==> src/rtl/level_play_ctrl.sv <==
// Level/play-period controller: sequences IDLE -> PLAY -> POST -> IDLE,
// counts desired symbols during play, advances the level and drives the
// seconds-remaining display.
module level_play_ctrl #(
   parameter int unsigned PLAY_SECONDS = 20,
   parameter int unsigned MAX_LEVEL    = 9
) (
   input  logic       Clk100M,
   input  logic       Reset,
   input  logic       tick1Hz,
   input  logic       startSig,
   input  logic       symValid,
   input  logic       symIsMagic,
   input  logic       levelComplete,
   output logic       postSig,
   output logic       genEnable,
   output logic [7:0] magicSymbolCount,
   output logic [3:0] level,
   output logic [7:0] timeSeg0,
   output logic [7:0] timeSeg1
);

   localparam int unsigned TIME_W = 7;
   localparam int unsigned CNT_W  = 8;
   localparam int unsigned LVL_W  = 4;
   localparam int unsigned DIG_W  = 4;
   localparam int unsigned SEG_W  = 8;

   localparam logic [CNT_W-1:0]  CNT_MAX   = CNT_W'(99);
   localparam logic [SEG_W-1:0]  SEG_BLANK = 8'hFF;
   localparam logic [TIME_W-1:0] TIME_INIT = TIME_W'(PLAY_SECONDS);
   localparam logic [LVL_W-1:0]  LVL_MAX   = LVL_W'(MAX_LEVEL);
   localparam logic [LVL_W-1:0]  LVL_FIRST = LVL_W'(1);

   typedef enum logic [1:0] {
      IDLE = 2'd0,
      PLAY = 2'd1,
      POST = 2'd2
   } state_t;

   state_t             state_q, state_d;
   logic [TIME_W-1:0]  time_left_q, time_left_d;
   logic [CNT_W-1:0]   magic_cnt_q, magic_cnt_d;
   logic [LVL_W-1:0]   level_q, level_d;
   logic               post_sig_q, post_sig_d;
   logic               gen_en_q, gen_en_d;
   logic [SEG_W-1:0]   seg_tens_q, seg_tens_d;
   logic [SEG_W-1:0]   seg_units_q, seg_units_d;
   logic [DIG_W-1:0]   tens_dig, units_dig;

   // Active-low seven-segment encoding {dp,g,f,e,d,c,b,a}; non-digits blank.
   function automatic logic [SEG_W-1:0] int_to_seg(input logic [DIG_W-1:0] dig);
      logic [SEG_W-1:0] seg;
      case (dig)
         4'd0:    seg = 8'hC0;
         4'd1:    seg = 8'hF9;
         4'd2:    seg = 8'hA4;
         4'd3:    seg = 8'hB0;
         4'd4:    seg = 8'h99;
         4'd5:    seg = 8'h92;
         4'd6:    seg = 8'h82;
         4'd7:    seg = 8'hF8;
         4'd8:    seg = 8'h80;
         4'd9:    seg = 8'h90;
         default: seg = SEG_BLANK;
      endcase
      return seg;
   endfunction

   // Next-state, counters and registered-output precompute.
   always_comb begin
      state_d     = state_q;
      time_left_d = time_left_q;
      magic_cnt_d = magic_cnt_q;
      level_d     = level_q;
      post_sig_d  = 1'b0;
      gen_en_d    = 1'b0;
      seg_tens_d  = SEG_BLANK;
      seg_units_d = SEG_BLANK;
      tens_dig    = '0;
      units_dig   = '0;

      case (state_q)
         IDLE: begin
            if (startSig) begin
               state_d     = PLAY;
               time_left_d = TIME_INIT;
               magic_cnt_d = '0;
            end
         end
         PLAY: begin
            // Symbol on the final-tick cycle still counts.
            if (symValid && symIsMagic && (magic_cnt_q != CNT_MAX)) begin
               magic_cnt_d = magic_cnt_q + CNT_W'(1);
            end
            if (tick1Hz) begin
               if (time_left_q <= TIME_W'(1)) begin
                  state_d     = POST;
                  time_left_d = '0;
               end else begin
                  time_left_d = time_left_q - TIME_W'(1);
               end
            end
         end
         POST: begin
            // startSig in the same cycle is deliberately dropped.
            if (levelComplete) begin
               state_d = IDLE;
               if (level_q < LVL_MAX) begin
                  level_d = level_q + LVL_W'(1);
               end else begin
                  level_d = LVL_MAX;
               end
            end
         end
         default: begin
            state_d = IDLE;
         end
      endcase

      gen_en_d   = (state_d == PLAY);
      post_sig_d = (state_d == POST);

      tens_dig  = DIG_W'(time_left_d / TIME_W'(10));
      units_dig = DIG_W'(time_left_d % TIME_W'(10));
      if (state_d != IDLE) begin
         seg_tens_d  = int_to_seg(tens_dig);
         seg_units_d = int_to_seg(units_dig);
      end
   end

   // State and output registers with synchronous reset.
   always_ff @(posedge Clk100M) begin
      if (Reset) begin
         state_q     <= IDLE;
         time_left_q <= '0;
         magic_cnt_q <= '0;
         level_q     <= LVL_FIRST;
         post_sig_q  <= 1'b0;
         gen_en_q    <= 1'b0;
         seg_tens_q  <= SEG_BLANK;
         seg_units_q <= SEG_BLANK;
      end else begin
         state_q     <= state_d;
         time_left_q <= time_left_d;
         magic_cnt_q <= magic_cnt_d;
         level_q     <= level_d;
         post_sig_q  <= post_sig_d;
         gen_en_q    <= gen_en_d;
         seg_tens_q  <= seg_tens_d;
         seg_units_q <= seg_units_d;
      end
   end

   assign postSig          = post_sig_q;
   assign genEnable        = gen_en_q;
   assign magicSymbolCount = magic_cnt_q;
   assign level            = level_q;
   assign timeSeg0         = seg_tens_q;
   assign timeSeg1         = seg_units_q;

endmodule

==> config.mk <==
export PLATFORM = sky130hd
export DESIGN_NAME = level_play_ctrl
export DESIGN_NICKNAME = d
export VERILOG_FILES = /design/src/rtl/level_play_ctrl.sv
export SDC_FILE = /design/constraint.sdc
export NUM_CORES = 1
export LEC_CHECK = 0
export ABC_CLOCK_PERIOD_IN_PS = 13870
export CAP_MARGIN = 10
export CELL_PAD_IN_SITES_DETAIL_PLACEMENT = 0
export CELL_PAD_IN_SITES_GLOBAL_PLACEMENT = 2
export CORE_MARGIN = 2
export CORE_UTILIZATION = 42
export CTS_BUF_LIST = sky130_fd_sc_hd__clkbuf_4 sky130_fd_sc_hd__clkbuf_8
export CTS_CLUSTER_DIAMETER = 30
export DETAILED_ROUTE_END_ITERATION = 8
export DONT_BUFFER_PORTS = 1
export HOLD_SLACK_MARGIN = 0.06
export PLACE_DENSITY_LB_ADDON = 0.15
export SLEW_MARGIN = 20
export SYNTH_ARGS = -nofsm -noshare
export SYNTH_HDL_FRONTEND = slang
export SYNTH_SLANG_ARGS = --single-unit
==> constraint.sdc <==
create_clock -name Clk100M -period 13.87 [get_ports Clk100M]
set_input_delay 2.774 -clock Clk100M [delete_from_list [all_inputs] [get_ports Clk100M]]
set_output_delay 2.774 -clock Clk100M [all_outputs]
set_load 0.05 [all_outputs]
==> results.tsv <==
stage	metric	value	unit
synthesis	yosys_warnings	0	
critical_path	max_stage_delay	0.57	ns
cts	post-cts-setup-buffers	0	
synthesis	synth_area	2680	um2
placement	pre_cts_ws	5.13	ns
die	num_rows	29	
synthesis	synth-seq-area-share	27.7	%
sta	grt_setup_unrepaired	no	
cts	clock_sinks	37	
critical_path	crit_slowest_cell	nor4b_1	
outcome	status	finished, final reports clean	
cts	tritoncts	done	
critical_path	critical_path_arrival	8.76	ns
placement	hpwl	4700	um
synthesis	syn_inst	322	
routing	routed_wl	6250	um
routing	num_vias	2303	
sta	finalHoldViolations	0	
cts	clk_latency	0.28	ns
die	dieWidth	83.9	um
cells_and_area	fillCellCount	649	
cells_and_area	nets	343	
cells_and_area	fin_area	2810	um2
critical_path	crit_top_cell	ha_1	
placement	portBuffers	0	
sta	slew_viol_final	0	
power_and_ir_drop	p_leak	1.03	nW
cts	clockBufferDepth	2	
sta	maxSlewHeadroom	52.1	%
cts	path_clk_slew	0.08	ns
synthesis	synth_edf_count	0	
sta	fmax	0.117	GHz
cts	ctsHoldBuffers	0	
worst_hold_path	hold_class	flip-flop to flip-flop	
cells_and_area	drive_gt1_share	11.7	%
global_routing	gr-total-overflow	0	
sta	skew	0.0108	ns
routing	drtPass1Iterations	4	
sta	post-route-period-util	61.6	%
synthesis	synth_ff_type	dfxtp_1	
die	coreArea	6240	um2
sta	finalSetupViolations	0	
cts	h-tree-depth	2	
routing	wl_per_cell	15.9	um
cts	cts_root_buf	clkbuf_8	
cells_and_area	layout_common_cells	37 x nor2_1, 37 x dfxtp_1, 21 x nand2_1	
cts	cts_resized	0	
global_routing	grt_pass1_vias	2120	
synthesis	ys_types	78	
sta	worst_pin_slew	0.709	ns
power_and_ir_drop	ir_worst_vdd	0.107	mV
global_routing	grtUsageTotal	18.0	%
die	dieArea	7030	um2
global_routing	antenna_found_initial	0	
critical_path	worst-path-max-fanout	8	
synthesis	ys_seq_elements	37	
placement	dpl_cell_area	2690	um2
flow_run	maxCapViolCount	0	
routing	drcViolationCount	0	
sta	period_minus_slack	8.55	ns
die	die_h	83.9	um
die	num_io_pins	37	
global_routing	grt_first_pass_wirelength	10600	um
sta	whs	0.739	ns
cells_and_area	layout-area-overhead-vs-synth	4.81	%
global_routing	grt_max_degree	17	
critical_path	startpoint_type	input pin	
sta	setup_slack	5.32	ns
critical_path	critPathRequiredTime	14.08	ns
critical_path	worstSetupEndpointType	flip-flop	
sta	setup_tns	0	ns
synthesis	ys_async_sr_fraction	0	%
cells_and_area	antenna_cells	0	
die	start_util	42.9	%
critical_path	critPathKind	input pin to flip-flop	
cts	cts_buffers	5	
synthesis	postSynthAreaPerCell	8.32	um2
routing	drtIter0Drc	103	
routing	vias_per_cell	5.85	
routing	ant_nets	0	
placement	place.gp.congestion	0.842	
power_and_ir_drop	pwr_density_cell	179	nW/um2
==> critical path: cells and delay by family <==
family          cells  cell delay (ns)
compound gates     10             2.50
simple gates       10             1.77
fa+ha+maj           4             1.12
xor+xnor            2             0.46
buf+inv             1             0.13
==> logic make-up (layout without fill, tap and decap cells) <==
kind of cell	count (synthesis)	after routing	share of synthesized area (%)
mux	9	9	4.20
buf+inv	34	28	6.21
simple gates	117	117	23.5
flops	37	37	27.7
fa+ha+maj	20	20	9.34
compound gates	96	96	26.1
xor+xnor	8	8	2.90
other cells	1	2	0.140
==> per-layer routing <==
metal  global-route usage (%)  vias to the layer above  routed length [um]
li1                         -                     1162                   -
met1                     25.6                     1056                3120
met2                     27.6                       74                2700
met3                     3.07                       11                 322
met4                     6.16                        0                 109
met5                        0                        -                   0
==> flip-flops by register name, indices dropped and copies added, names as in the netlist <==
signal	flops
postSig	1
timeSeg1	7
timeSeg0	7
magicSymbolCount	8
level	4
state_q	2
time_left_q	7
genEnable	1
==> cells in the mapped netlist, drive strengths merged (7+ instances only) <==
cell / number / area [um2]
a21oi: 15 / 75.1
inv: 20 / 75.1
nand3: 9 / 45.0
ha: 20 / 250
nand2: 22 / 90.1
a211oi: 7 / 52.6
nor2: 39 / 151
mux2i: 7 / 86.3
dfxtp: 37 / 741
buf: 7 / 65.1
o21ai: 25 / 129
clkbuf: 7 / 26.3
nand4: 8 / 50.1
==> area by class of cell <==
cell class                 count  area [um2]  area share, %
inverter                      20        75.1           2.67
tap                           77        96.3           3.43
clock inverter                 2        37.5           1.34
clock buffer                   6        82.6           2.94
sequential                    37         741           26.4
multi-input combinational    252        1780           63.2
==> path summary, 6_finish.rpt <==
kind | start | slack (ns) | depth (start not counted) | end
max | tick1Hz | 5.32 | 27 | timeSeg1[4]
min | level[1] | 0.74 | 2 | level[1]
max reg2reg | state_q[0] | 6.86 | 28 | timeSeg1[4]
min reg2reg | level[1] | 0.74 | 2 | level[1]
==> report_power, final <==
part	switching (mW)	internal (mW)	total (mW)	leakage, nW
sequential	0.0550	0.122	0.177	0.303
combinational	0.131	0.0954	0.227	0.673
clock	0.0394	0.0585	0.0979	0.0574
==> through the flow <==
step | power, mW | cells | utilization [%]
5_1_grt | 0.537 | 394 | 45.0
3_3_place_gp | 0.408 | 386 | 43.1
2_1_floorplan | 0.373 | 323 | -
6_report | 0.501 | 394 | 45.0
3_5_place_dp | 0.404 | 386 | 43.1
4_1_cts | 0.505 | 394 | 45.0
Power figures use the tool's default switching activity.
